## src/rtl/sram_arb_2p.sv

```systemverilog
// sram_arb_2p: round-robin arbiter sharing one SRAM RW port between fetch (p0) and load/store (p1); SRAM_ARB_ERR_EN adds an out-of-range error response
module sram_arb_2p #(
    parameter int unsigned            RAM_SIZE   = 2048,
    parameter int unsigned            ADDR_WIDTH = 32,
    parameter logic [ADDR_WIDTH-1:0]  BASE_ADDR  = '0
) (
    input  logic                  clk,
    input  logic                  rst_i,
    input  logic                  p0_req_i,
    output logic                  p0_gnt_o,
    input  logic [ADDR_WIDTH-1:0] p0_addr_i,
    input  logic                  p0_we_i,
    input  logic [3:0]            p0_be_i,
    input  logic [31:0]           p0_wdata_i,
    output logic                  p0_rvalid_o,
    output logic [31:0]           p0_rdata_o,
    output logic                  p0_err_o,
    input  logic                  p1_req_i,
    output logic                  p1_gnt_o,
    input  logic [ADDR_WIDTH-1:0] p1_addr_i,
    input  logic                  p1_we_i,
    input  logic [3:0]            p1_be_i,
    input  logic [31:0]           p1_wdata_i,
    output logic                  p1_rvalid_o,
    output logic [31:0]           p1_rdata_o,
    output logic                  p1_err_o,
    input  logic                  bypass_en_i,
    output logic                  ram_csb_o,
    output logic                  ram_web_o,
    output logic [3:0]            ram_wmask_o,
    output logic [8:0]            ram_addr_o,
    output logic [31:0]           ram_din_o,
    input  logic [31:0]           ram_dout_i
);
    logic                  rr_ptr, rv0, rv1, rd_q;
    logic                  gnt, sel, we, oor, hit, resp_err;
    logic [ADDR_WIDTH-1:0] off;
    logic [8:0]            addr_q;
    logic [31:0]           din_q;
    logic                  unused;

    always_comb begin
        p0_gnt_o = ~rst_i & p0_req_i & (~p1_req_i | ~rr_ptr);
        p1_gnt_o = ~rst_i & p1_req_i & (~p0_req_i | rr_ptr);
    end

    assign gnt = p0_gnt_o | p1_gnt_o;
    assign sel = p1_gnt_o;
    assign we  = sel ? p1_we_i : p0_we_i;
    assign off = (sel ? p1_addr_i : p0_addr_i) - BASE_ADDR;

`ifdef SRAM_ARB_ERR_EN
    logic err_q;
    assign oor      = off >= ADDR_WIDTH'(RAM_SIZE);
    assign resp_err = err_q;
`else
    assign oor      = 1'b0;
    assign resp_err = 1'b0;
`endif

    // out-of-range grants still complete the handshake but never touch the macro
    assign hit = gnt & ~oor;

    always_comb begin
        ram_csb_o   = ~hit;
        ram_web_o   = ~(hit & we & ~bypass_en_i);
        ram_wmask_o = gnt ? (sel ? p1_be_i : p0_be_i) : 4'h0;
        ram_addr_o  = gnt ? off[10:2] : addr_q;
        ram_din_o   = gnt ? (sel ? p1_wdata_i : p0_wdata_i) : din_q;
    end

    always_ff @(posedge clk) begin
        if (rst_i) begin
            rr_ptr <= 1'b0;
            rv0    <= 1'b0;
            rv1    <= 1'b0;
            rd_q   <= 1'b0;
            addr_q <= '0;
            din_q  <= '0;
        end else begin
            rv0 <= p0_gnt_o;
            rv1 <= p1_gnt_o;
            if (gnt) begin
                rr_ptr <= p0_gnt_o;
                rd_q   <= ~we;
                addr_q <= ram_addr_o;
                din_q  <= ram_din_o;
            end
        end
    end

`ifdef SRAM_ARB_ERR_EN
    always_ff @(posedge clk) begin
        if (rst_i)
            err_q <= 1'b0;
        else if (gnt)
            err_q <= oor;
    end
`endif

    always_comb begin
        p0_rvalid_o = ~rst_i & rv0;
        p1_rvalid_o = ~rst_i & rv1;
        p0_err_o    = ~rst_i & rv0 & resp_err;
        p1_err_o    = ~rst_i & rv1 & resp_err;
        p0_rdata_o  = (~rst_i & rv0 & rd_q & ~resp_err) ? ram_dout_i : 32'h0;
        p1_rdata_o  = (~rst_i & rv1 & rd_q & ~resp_err) ? ram_dout_i : 32'h0;
    end

    assign unused = ^{off[ADDR_WIDTH-1:11], off[1:0]};
endmodule

```

## config.mk

```make
export PLATFORM = sky130hd
export DESIGN_NAME = sram_arb_2p
export DESIGN_NICKNAME = d
export VERILOG_FILES = /design/src/rtl/sram_arb_2p.sv
export SDC_FILE = /design/constraint.sdc
export NUM_CORES = 1
export LEC_CHECK = 0
export CAP_MARGIN = 10
export CORE_AREA = 4 4 112 114
export DETAILED_ROUTE_END_ITERATION = 10
export DIE_AREA = 0 0 116 118
export PLACE_DENSITY = 0.84
export SYNTH_ARGS = -nofsm -noshare
export SYNTH_HDL_FRONTEND = slang
export SYNTH_SLANG_ARGS = --single-unit
export TNS_END_PERCENT = 50
```

## constraint.sdc

```tcl
create_clock -name clk -period 4.07 [get_ports clk]
set_clock_uncertainty 0.15 [all_clocks]
set_input_delay 1.0175 -clock clk [delete_from_list [all_inputs] [get_ports clk]]
set_output_delay 1.0175 -clock clk [all_outputs]
set_load 0.02 [all_outputs]
```

==> impl_metrics.ini <==
[power_and_ir_drop]
power.density_mw_per_mm2 = 234
p_total_w = 0.00158
max-vdd-ir-drop_v = 0.000201
leakagePower_nw = 2.67

[sta]
drv_slew = 0
slew_headroom_pct = 63.4
final.period_utilization_pct = 97.5
worst_slack_ps = 103
grt_setup_unrepaired = false
worstMarginPinSlew_ps = 549
hold_violations = 0
timing.fmax_mhz = 252
final.min_clock_period_ps = 3970
setup_viol_count_final = 0

[cells_and_area]
final_area_mm2 = 0.00673
n_fill_cell = 972
synthToLayoutAreaGrowth_pct = 102
nets = 895
drive_gt1_share_pct = 21.4
final_util_pct = 59.0
diodes = 0

[die]
initial_core_util_pct = 29.1
core.rowCount = 39
floorplan.die_area_mm2 = 0.0137
io_pins = 292
die_w_um = 116
core_area_mm2 = 0.0114
die_h_um = 118

[clock_tree]
clock_sinks = 45
cts_hold_buffers = 0
htreeDepth = 2
ctsRootBufferMaster = clkbuf_16
clk_latency_ps = 280
cts.reportedPaths.clkPinSlew_ps = 60
cts.path.max_buffers = 2
tritoncts = done
cts-buffers-inserted = 5

[grt]
grt_max_degree = 67
grt_first_pass_wirelength_um = 24300
globalRouteOverflowTotal = 0
grt_pass1_vias = 4881
grt.total_usage_pct = 21.3
antenna_found_initial = 0

[drt]
wl_per_cell_um = 17.9
drcViolationCount = 0
antenna_left = 0
first_iter_violations = 385
dr.pass1.iters = 5
avgViaCountPerCell = 5.55
routed_wl_um = 15400
num_vias = 4797

[yosys]
ys_warn_count = 0
synthSimpleGateAreaFrac_pct = 18.5
synth_compound_area_share_pct = 43.2
synth_fa_ha_area_share_pct = 0
synth_area_mm2 = 0.00333
synth_cell_type_count = 28
muxShareOfSynthArea_pct = 0
synth_xor_xnor_area_share_pct = 0
syn_area_per_cell_um2 = 8.06
yosysSeqAreaShare_pct = 27.1
synth_top_family_by_area = compound AO/OA/AOI/OAI gates
netlist_instances = 413
ys_ff_latch = 45

[outcome]
status = finished, final reports clean

[worst_setup_path]
cp-end-kind = output port
cp.arrival_ps = 2800
cp_data_required_time_ps = 2900
cp_max_fo = 24
start_kind = input pin
critPathKind = in2out

[place]
portBuffers = 243
dpl_worst_slack_ps = -301
routabilityCongestion = 0.862
postPlaceCellArea_mm2 = 0.00659
dpl.hpwl_um = 11600

[hold_path]
min_path_type = reg2reg

[run]
drv_cap = 0
-- worst paths after layout --
kind / from / to / slack (ps) / depth (start not counted)
hold reg to reg: addr_q[7] / addr_q[7] / 390 / 2
hold / removal: addr_q[7] / addr_q[7] / 390 / 2
setup / recovery: p1_req_i / ram_addr_o[6] / 100 / 5
setup reg to reg: rr_ptr / din_q[20] / 2110 / 5
-- synthesized netlist by cell type --
| master | count | area (µm²) |
|---|---|---|
| a2111oi_0 | 1 | 8.76 |
| a21oi_1 | 5 | 25.0 |
| a211o_1 | 1 | 8.76 |
| o2111ai_1 | 46 | 403 |
| o21a_1 | 1 | 7.51 |
| dfxtp_1 | 45 | 901 |
| a31oi_1 | 41 | 257 |
| buf_6 | 7 | 78.8 |
| clkbuf_1 | 29 | 109 |
| o21ba_1 | 1 | 10.0 |
| nor2b_1 | 2 | 12.5 |
| inv_2 | 1 | 3.75 |
| nor2_1 | 44 | 165 |
| inv_1 | 2 | 7.51 |
| buf_2 | 18 | 90.1 |
| and2_1 | 2 | 12.5 |
| a311oi_1 | 22 | 193 |
| and2b_1 | 1 | 7.51 |
| o21ai_1 | 10 | 50.1 |
| a311o_1 | 1 | 10.0 |
| conb_1 | 1 | 3.75 |
| o21ai_0 | 36 | 180 |
| a311oi_2 | 19 | 285 |
| and3_1 | 64 | 400 |
| nand2b_2 | 1 | 8.76 |
| nor4b_1 | 1 | 8.76 |
| clkbuf_2 | 1 | 5.00 |
| buf_4 | 10 | 75.1 |
-- metal layers --
| metal | up-vias | global-route usage [%] | share of wire [%] |
|---|---|---|---|
| met1 | 2305 | 26.0 | 41 |
| met3 | 24 | 3.86 | 5.8 |
| met5 | - | 0 | 0 |
| met4 | 0 | 5.37 | 1.6 |
| li1 | 2273 | - | - |
| met2 | 195 | 37.9 | 51 |
-- state kept, by name, indices dropped and copies added (netlist names) --
name / count
rv1: 1
rd_q: 1
addr_q: 9
rv0: 1
din_q: 32
rr_ptr: 1
-- worst max-delay path, stage by stage --
cell             delay [ps]
buf_2                   270
buf_4                   350
o2111ai_1               230
a31oi_1                 260
clkdlybuf4s50_1         660
-- cell type report --
type / instances / area, µm² / share of cell area (%)
inverters: 3 / 11.3 / 0.167
clock inverters: 1 / 7.51 / 0.112
flip-flops and latches: 45 / 902 / 13.4
repair buffers: 364 / 3430 / 51.0
multi-input cells: 301 / 2070 / 30.7
well taps: 143 / 179 / 2.66
clock buffers: 7 / 133 / 1.97
-- report_power, final --
part	switching [W]	internal (W)	total [W]
clock network	0.000173	0.000229	0.000402
registers	0.0000152	0.000475	0.000491
logic	0.000321	0.000363	0.000684
-- kinds of logic after synthesis --
group,count (synthesis)
buf+inv,68
flops,45
other cells,1
simple gates,115
compound gates,184
-- placed cells by master, fill, tap and decap left out, drive strengths merged, types with 7 or more instances in the layout --
master | synthesis | layout
clkdlybuf4s50 | 0 | 240
buf | 35 | 123
and3 | 64 | 64
o2111ai | 46 | 46
o21ai | 46 | 46
dfxtp | 45 | 45
nor2 | 44 | 44
a31oi | 41 | 41
a311oi | 41 | 41
clkbuf | 30 | 7
-- stage by stage --
step	hold WS, ps	setup TNS, ps	cells
after floorplan	351	0	414
after global placement	369	-10460	856
after detailed placement	384	-11430	856
after CTS	393	0	864
after global routing	417	0	864
final	391	0	864
-- repair_timing --
action / 4_1_cts / 5_1_grt
gates resized for setup: 4 / 0
endpoints found under the setup margin: 47 / 0
buffers inserted: 0 / 0
Power figures use the tool's default switching activity.
